**config.mk**
```make
export PLATFORM = sky130hd
export DESIGN_NAME = regctr_sequencer_flat
export DESIGN_NICKNAME = d
export VERILOG_FILES = /design/src/rtl/regctr_sequencer_if.sv /design/src/rtl/regctr_sequencer.sv /design/src/flat_wrapper.sv
export SDC_FILE = /design/constraint.sdc
export NUM_CORES = 1
export LEC_CHECK = 0
export CAP_MARGIN = 20
export CORE_MARGIN = 2
export CORE_UTILIZATION = 45
export DETAILED_ROUTE_END_ITERATION = 8
export PLACE_DENSITY = 0.85
export SETUP_SLACK_MARGIN = 0.15
export SLEW_MARGIN = 0
export SYNTH_ARGS = -nofsm -noshare
export SYNTH_HDL_FRONTEND = slang
export SYNTH_SLANG_ARGS = --single-unit
```
**constraint.sdc**
```tcl
create_clock -name clk -period 1.66 [get_ports clk]
set_input_delay 0.332 -clock clk [delete_from_list [all_inputs] [get_ports clk]]
set_output_delay 0.332 -clock clk [all_outputs]
set_load 0.03 [all_outputs]
```
**src/rtl/regctr_sequencer_if.sv**
```systemverilog
// Handshake and feedback bundle between the run controller, its requester and the 3-bit counter.
// The master side issues run requests and returns counter feedback. The slave side is the sequencer.
interface regctr_sequencer_if #(
  parameter int STEP_W = 8
);
  logic              start;
  logic [STEP_W-1:0] steps;
  logic              abort;
  logic              q2;
  logic              q1;
  logic              q0;
  logic              clk_en;
  logic              ready;
  logic              busy;
  logic              done;
  logic              mismatch;
  logic [STEP_W-1:0] remaining;

  modport master (
    output start, steps, abort, q2, q1, q0,
    input  clk_en, ready, busy, done, mismatch, remaining
  );

  modport slave (
    input  start, steps, abort, q2, q1, q0,
    output clk_en, ready, busy, done, mismatch, remaining
  );
endinterface

```
**src/rtl/regctr_sequencer.sv**
```systemverilog
// Run controller for a 3-bit register counter: issues N prescaled clk_en pulses,
// checks each increment against the q2..q0 feedback and signals completion.
module regctr_sequencer #(
  parameter int CNT_W  = 3,
  parameter int DIV    = 1,
  parameter int STEP_W = 8
) (
  input  logic                clk,
  input  logic                rst_n,
  regctr_sequencer_if.slave   bus
);

  localparam int DIV_W = (DIV > 1) ? $clog2(DIV) : 1;

  localparam logic [1:0] S_IDLE  = 2'd0;
  localparam logic [1:0] S_RUN   = 2'd1;
  localparam logic [1:0] S_CHECK = 2'd2;
  localparam logic [1:0] S_DONE  = 2'd3;

  logic [1:0]        state_q, state_d;
  logic [STEP_W-1:0] rem_q, rem_d;
  logic [CNT_W-1:0]  exp_q, exp_d;
  logic [DIV_W-1:0]  div_q, div_d;
  logic              clk_en_q, clk_en_d;
  logic              chk_q, chk_d;
  logic              mm_q, mm_d;
  logic [CNT_W-1:0]  fb;

  assign fb = CNT_W'({bus.q2, bus.q1, bus.q0});

  // NOTE: every variable gets a default before the case so no path leaves one unassigned (no latches).
  always_comb begin
    state_d  = state_q;
    rem_d    = rem_q;
    exp_d    = exp_q;
    div_d    = div_q;
    clk_en_d = 1'b0;
    chk_d    = clk_en_q;
    mm_d     = mm_q;

    // The counter steps on the edge that ends an enable cycle; the model follows on the same edge
    // and the feedback is compared one cycle later.
    if (clk_en_q) exp_d = exp_q + CNT_W'(1);
    if (chk_q && (fb != exp_q)) mm_d = 1'b1;

    case (state_q)
      S_IDLE: begin
        if (bus.start) begin
          rem_d = bus.steps;
          exp_d = fb;
          mm_d  = 1'b0;
          div_d = '0;
          if (bus.steps == '0) begin
            state_d = S_DONE;
          end else begin
            state_d = S_RUN;
            // The accepting edge is the first prescaler tick, so DIV=1 enables in cycle 1.
            if (DIV == 1) begin
              clk_en_d = 1'b1;
              rem_d    = bus.steps - STEP_W'(1);
            end else begin
              div_d = DIV_W'(1);
            end
          end
        end
      end
      S_RUN: begin
        if (bus.abort || (rem_q == '0)) begin
          state_d = S_CHECK;
          div_d   = '0;
        end else if (div_q == DIV_W'(DIV - 1)) begin
          clk_en_d = 1'b1;
          rem_d    = rem_q - STEP_W'(1);
          div_d    = '0;
        end else begin
          div_d = div_q + DIV_W'(1);
        end
      end
      S_CHECK: state_d = S_DONE;
      S_DONE:  state_d = S_IDLE;
      default: state_d = S_IDLE;
    endcase
  end

  // NOTE: state uses non-blocking assignments and an async clear, so clk_en drops the moment rst_n falls.
  always_ff @(posedge clk or negedge rst_n) begin
    if (!rst_n) begin
      state_q  <= S_IDLE;
      rem_q    <= '0;
      exp_q    <= '0;
      div_q    <= '0;
      clk_en_q <= 1'b0;
      chk_q    <= 1'b0;
      mm_q     <= 1'b0;
    end else begin
      state_q  <= state_d;
      rem_q    <= rem_d;
      exp_q    <= exp_d;
      div_q    <= div_d;
      clk_en_q <= clk_en_d;
      chk_q    <= chk_d;
      mm_q     <= mm_d;
    end
  end

  assign bus.clk_en    = clk_en_q;
  assign bus.ready     = (state_q == S_IDLE);
  assign bus.busy      = (state_q != S_IDLE);
  assign bus.done      = (state_q == S_DONE);
  assign bus.mismatch  = mm_q;
  assign bus.remaining = rem_q;

endmodule
```
**src/flat_wrapper.sv**
```systemverilog
// flat-port wrapper written by rule: the top's interface ports become plain ports
module regctr_sequencer_flat 
#(
  parameter int CNT_W  = 3,
  parameter int DIV    = 1,
  parameter int STEP_W = 8
)
  (clk, rst_n, bus_start, bus_steps, bus_abort, bus_q2, bus_q1, bus_q0, bus_clk_en, bus_ready, bus_busy, bus_done, bus_mismatch, bus_remaining);
  regctr_sequencer_if #(.STEP_W(STEP_W)) bus_i ();
  input  logic clk;
  input  logic rst_n;
  input wire logic [$bits(bus_i.start)-1:0] bus_start;
  input wire logic [$bits(bus_i.steps)-1:0] bus_steps;
  input wire logic [$bits(bus_i.abort)-1:0] bus_abort;
  input wire logic [$bits(bus_i.q2)-1:0] bus_q2;
  input wire logic [$bits(bus_i.q1)-1:0] bus_q1;
  input wire logic [$bits(bus_i.q0)-1:0] bus_q0;
  output wire logic [$bits(bus_i.clk_en)-1:0] bus_clk_en;
  output wire logic [$bits(bus_i.ready)-1:0] bus_ready;
  output wire logic [$bits(bus_i.busy)-1:0] bus_busy;
  output wire logic [$bits(bus_i.done)-1:0] bus_done;
  output wire logic [$bits(bus_i.mismatch)-1:0] bus_mismatch;
  output wire logic [$bits(bus_i.remaining)-1:0] bus_remaining;
  assign bus_i.start = bus_start;
  assign bus_i.steps = bus_steps;
  assign bus_i.abort = bus_abort;
  assign bus_i.q2 = bus_q2;
  assign bus_i.q1 = bus_q1;
  assign bus_i.q0 = bus_q0;
  assign bus_clk_en = bus_i.clk_en;
  assign bus_ready = bus_i.ready;
  assign bus_busy = bus_i.busy;
  assign bus_done = bus_i.done;
  assign bus_mismatch = bus_i.mismatch;
  assign bus_remaining = bus_i.remaining;
  regctr_sequencer #(.CNT_W(CNT_W), .DIV(DIV), .STEP_W(STEP_W)) u_core (.clk(clk), .rst_n(rst_n), .bus(bus_i));
endmodule
```
==> results of run 1 <==
==> sequential cells by signal (all words and copies together) (netlist names) <==
name,flops
u_core.state_q,2
u_core.bus.remaining,8
u_core.bus.mismatch,1
u_core.bus.clk_en,1
u_core.exp_q,3
u_core.chk_q,1
==> worst max-delay path: cells and delay by family, from the launching register on <==
| family | cells | cell delay (ps) |
|---|---|---|
| and+or+nand+nor | 2 | 560 |
| DFF | 1 | 440 |
| AOI/OAI and AO/OA | 2 | 340 |
| buffers and inverters | 2 | 220 |
| adders and majority gates | 1 | 140 |
==> worst paths after layout <==
check | end | slack (ps) | cells past startpoint
worst min-delay path | u_core.bus.mismatch | 350 | 2
max in group asynchronous | u_core.bus.remaining[1] | 1110 | 2
worst max register to register | u_core.bus.remaining[5] | -140 | 7
min in group clk | u_core.chk_q | 500 | 0
worst min register to register | u_core.chk_q | 500 | 0
worst max-delay path | u_core.bus.remaining[5] | -140 | 7
==> where the power goes <==
group          leakage (uW)  internal (uW)  switching, uW
Clock             0.0000150           93.8            142
Combinational      0.000740           1530           1600
Sequential         0.000186            601            238
Total              0.000940           2220           1980
==> synth_stat cells, drive strengths merged (2+ instances only) <==
cell	instances
o22ai	2
nor2	9
nor4	4
a21o	2
a21boi	2
ha	9
nand3	4
a21oi	10
nand2	9
nor3b	2
a22o	2
buf	4
xor2	2
dfrtp	16
a221oi	3
mux2i	2
o31ai	2
xnor2	6
o32ai	2
nor3	5
or4	2
o21ai	7
or3b	2
inv	10
==> metrics by stage <==
step / TNS (ps) / hold WS, ps / area (sq um)
2_1_floorplan: -130 / 36.4 / 1340
3_3_place_gp: -3870 / 472 / 1920
3_5_place_dp: -4620 / 479 / 1920
4_1_cts: -163 / 365 / 2100
5_1_grt: -1490 / 370 / 2170
6_report: -817 / 347 / 2170
==> layer usage <==
metal	vias up	GRT usage
li1	673	-
met1	711	0.306
met2	86	0.547
met3	22	0.0369
met4	0	0.167
met5	-	0
==> kinds of logic after synthesis <==
kind of cell,Yosys count,synth area share
buffers and inverters,15,0.0725
xor gates and xnor gates,8,0.0564
and+or+nand+nor,43,0.203
AOI/OAI and AO/OA,41,0.239
muxes,2,0.0161
DFF,16,0.322
adders and majority gates,9,0.0906
==> area by class of cell <==
type | count | area, sq um | share of cell area
flip-flops and latches | 16 | 405 | 0.187
repair buffers | 83 | 704 | 0.324
well taps | 31 | 38.8 | 0.0179
inverters | 10 | 47.5 | 0.0219
multi-input cells | 103 | 950 | 0.437
clock buffers | 4 | 26.3 | 0.0121
==> timing repair <==
action                     CTS  global route
setup endpoints to repair   24            24
pin swaps                   14            10
gates resized for setup     66            26
buffers inserted             7             5
==> results.md, run 1 <==
- Sequential area share after synthesis: 0.322
- Post-synth EDFFs: 0
- Root Buffer: clkbuf_4
- Pre-CTS setup slack: -519 ps
- Commonest non-fill, non-tap cell in the layout: buf_4
- GRT overflow: 0
- Clk sinks: 16
- CTS tree: built
- Max Cap Viol: 0
- Tcrit/Tclk final: 1.08
- Fin. Hold Viols: 0
- Top routing layer in use: met4
- Final Max Slew Viols: 0
- Row cnt: 19
- Cts bufs inserted: 3
- Post-Route WL: 4730 microns
- Core area: 2690 sq um
- Cts hold-fix bufs: 0
- Tmin final: between 1500 and 2000 ps
- Failing checks: negative setup slack
- Layout Skew: roughly 1.0 ps
- # DRC: 0
- Synth top area cells: dfrtp_1, ha_1, xnor2_1
- Via/cell ratio: 6.04
- Leading area contributor after synthesis: dfrtp_1
- Synth warnings: 0
- Library cells used by synthesis: 45
- Util after Layout: 0.809
- R2r startpoint: u_core.bus.remaining[0]
- Buffers on Ports: 27
- 1st-iter DRT viols: 63
- Clock Path Buffers: 2
- Fmax: 556 MHz
- Clock Latency Late Sink: 300 ps
- DR WL met2: 2590 microns
- Crit-path max FO: 5
- Worst Path Required: 1860 ps
- Top FF cell, synth: dfrtp_1
- First-pass GRT wire length: 7130 microns
- Syn Nets: around 160
- Static Leak: 0.000940 uW
- Cells after synthesis: 134
- Wire length on met1: ~1700 microns
- Die W: 56.5 microns
- Total power: 4200 uW
- GP Congestion: 0.857
- Wire per inst: 19.1 microns
- Outcome: finished with violations
- Worst Setup Start Kind: register
- H-tree Lvls: 1
- Ports: 28
- Die area: around 3200 sq um
- Crit path arrival time: ~2000 ps
- Routed Antenna Nets: 0
- Via count: 1492
- Crit path cell chain: inv_4, ha_4, nor4bb_4, a221oi_4, buf_6, and4_1, a211o_1
- VDD IR max: 0.00154 V
- Synth Area per Inst: 9.27 sq um
- Tightest Hold Check Type: in -> async
- Vias in the first global route: 1555
- Largest net degree at the start of global routing: 17
- Crit Path Class: reg -> reg
- Detail Route met3 WL: between 200 and 300 microns
- Post-synth top area share: 0.322
- Die Y: 56.5 microns
- Setup repair after global routing missed its margin: yes
- CP Launch Point: u_core.bus.remaining[0]
- Power Density: between 1500 and 2000 nW/um^2
- Ant. Diodes: 0
- Worst-path cell with the longest stage delay: dfrtp_2
- Fill cell count: 170
- Final non-filler cell total: 247
- First-pass DRT Iterations: 4
- Starting Density: 0.463
- # placed instances: 231
- Post-DP HPWL: 3010 microns
- Clk pin slew, worst setup/hold paths: 100 ps
- All-Layer GR Usage: 0.291
- Area Growth Syn to Fin: 74.8%
- Crit end category: register
- Highest-count cells in the layout ignoring fill and taps: buf_4, buf_6, dfrtp_1
- Ratio of cells with drive above 1 in the final layout: 0.519
- Final WS setup: -139 ps
- Final-stage net count: 241
- Rel. slew slack: 0.676
- Final setup vio count: 13
- Post-synthesis instance area: 1240 sq um
- CP peak stage delay: 440 ps
- Post-synth ARST share: 1.00
- Initial antenna violation count: 0
- Register bit count reported by yosys: 16
- Measured slew at the worst slew-check pin: 482 ps
Power figures use the tool's default switching activity.
==> run 2, diff against run 1 <==
--- a/config.mk
+++ b/config.mk
@@ -10,4 +10,5 @@
 export CORE_UTILIZATION = 45
 export DETAILED_ROUTE_END_ITERATION = 8
+export MAX_ROUTING_LAYER = met4
 export PLACE_DENSITY = 0.85
 export SETUP_SLACK_MARGIN = 0.15
==> constraint.sdc (replaced) <==
create_clock -name clk -period 1.66 [get_ports clk]
set_input_delay 0.332 -clock clk [delete_from_list [all_inputs] [get_ports clk]]
set_output_delay 0.332 -clock clk [all_outputs]
set_load 0.1 [all_outputs]
==> run 2 against run 1 <==
The run still ends with negative setup slack left; clock skew grew 7.9 ps; sequential share of layout area down 1.7 points; sequential power is 6.2% higher; maximum frequency decreased by 5.0%; clock-buffer cell count is the same; critical path depth decreased by 1; non-clock buffer count rose by 14; critical path type is now reg -> out; critical endpoint is now bus_busy; largest power group unchanged.
==> results.md, run 2 (synthesis results as in run 1) <==
- Fmax: 528 MHz
- Crit Path Class: reg -> out
- Final non-filler cell total: 261
- CP Launch Point: u_core.state_q[0]
- Ports: 28
- Largest net degree at the start of global routing: 17
- Final setup vio count: 13
- Ant. Diodes: 0
- Row cnt: 19
- Tcrit/Tclk final: 1.14
- CTS tree: built
- Wire per inst: 23.8 microns
- First-pass GRT wire length: around 7900 microns
- Via count: between 1500 and 2000
- Core area: approximately 2700 sq um
- Worst Path Required: about 1300 ps
- Die Y: 56.5 microns
- R2r startpoint: u_core.state_q[1]
- Max reg flops: 8
- CP peak stage delay: 430 ps
- # placed instances: 237
- 1st-iter DRT viols: 146
- First-pass DRT Iterations: 6
- Worst Setup Start Kind: register
- Cts hold-fix bufs: 0
- Max Cap Viol: 0
- H-tree Lvls: 1
- Final-stage net count: roughly 260
- Worst r2r path cells: 8
- Worst-path cell with the longest stage delay: dfrtp_1
- Crit-path most repeated cell: buf_6
- Crit path cell chain: buf_6, inv_4, ha_4, buf_6, clkinvlp_4, buf_12
- FF-to-FF setup slack: -220 ps
- Cts bufs inserted: 3
- Crit-path max FO: 3
- DP Area: between 2000 and 2500 sq um
- Final WS setup: -234 ps
- Outcome: finished with violations
- Final instance area: 2530 sq um
- Crit end category: primary output
- Area Growth Syn to Fin: 103%
- Ratio of cells with drive above 1 in the final layout: 0.578
- # DRC: 0
- Clock Latency Late Sink: 320 ps
- Highest-count cells in the layout ignoring fill and taps: buf_4, buf_6, buf_12
- Fill cell count: 74
- Pre-CTS setup slack: -505 ps
- All-Layer GR Usage: 0.337
- Routed Antenna Nets: 0
- Fin. Hold Viols: 0
- Rel. slew slack: 0.737
- Layout Skew: slightly below 9 ps
- Vias in the first global route: approximately 1700
- GRT overflow: 0
- Commonest non-fill, non-tap cell in the layout: buf_4
- Clk sinks: 16
- Starting Density: 0.463
- Via/cell ratio: 6.43
- Clock Path Buffers: 2
- Static Leak: about 0.0011 uW
- Power Density: 2440 nW/um^2
- Post-Route WL: 6210 microns
- Die area: 3200 sq um
- Buffers on Ports: 27
- Tmin final: 1890 ps
- VDD IR max: 0.00263 V
- Failing checks: negative setup slack
- Measured slew at the worst slew-check pin: 395 ps
- Tightest Hold Check Type: in -> async
- Clk pin slew, worst setup/hold paths: between 100 and 150 ps
- Post-DP HPWL: slightly below 3000 microns
- GP Congestion: about 0.91
- Final Max Slew Viols: 0
- Die W: 56.5 microns
- Root Buffer: clkbuf_4
- Crit path arrival time: approximately 1600 ps
- Initial antenna violation count: 0
- Setup repair after global routing missed its margin: yes
- Worst R2R End: u_core.bus.remaining[5]
-- run 2: cell type report --
type	count	area, sq um	area share
multi-input cells	103	973	0.385
flip-flops and latches	16	428	0.169
inverters	10	48.8	0.0193
well taps	31	38.8	0.0153
repair buffers	97	1000	0.397
clock buffers	4	36.3	0.0144
-- run 2: timing repair --
item / 4_1_cts / 5_1_grt
buffers inserted: 11 / 9
setup endpoints to repair: 14 / 22
resized for setup: 42 / 23
pin swaps: 19 / 12
-- run 2: metal layers --
metal  track usage  wire length [microns]  up-vias  share of wire
met5             -                      0        -              0
met4         0.248                    400        0          0.064
met3        0.0645                    431       51          0.069
met2         0.585                   3180      137           0.51
met1         0.329                   2200      791           0.35
li1              -                      -      698              -
-- run 2: report_power, final --
part	switching [uW]	internal, uW	total [uW]
clock	169	134	303
combinational	2760	2210	4970
sequential	243	648	891
total	3180	2990	6170
-- run 2: worst max-delay path: cells and delay by family (launching register included) --
family,cells,cell delay (ps)
fa+ha+maj,1,160
buf+inv,5,650
flops,1,430
-- run 2: worst max-delay path by stage --
stage                                          to  slack, ps
after detailed placement  u_core.bus.remaining[5]       -500
after CTS                 u_core.bus.remaining[5]       -120
after global routing      u_core.bus.remaining[5]       -270
after global placement    u_core.bus.remaining[5]       -420
final                                    bus_busy       -230
after floorplan           u_core.bus.remaining[5]       -280
-- run 2: metrics by stage --
stage	setup TNS, ps	hold slack [ps]	utilization	power [uW]
CTS	-487	335	0.877	5360
floorplan	-2040	36.4	-	3120
finish	-1780	319	0.941	6170
detailed placement	-4240	532	0.772	4580
global placement	-3570	507	0.772	4460
global route	-2380	354	0.941	6310
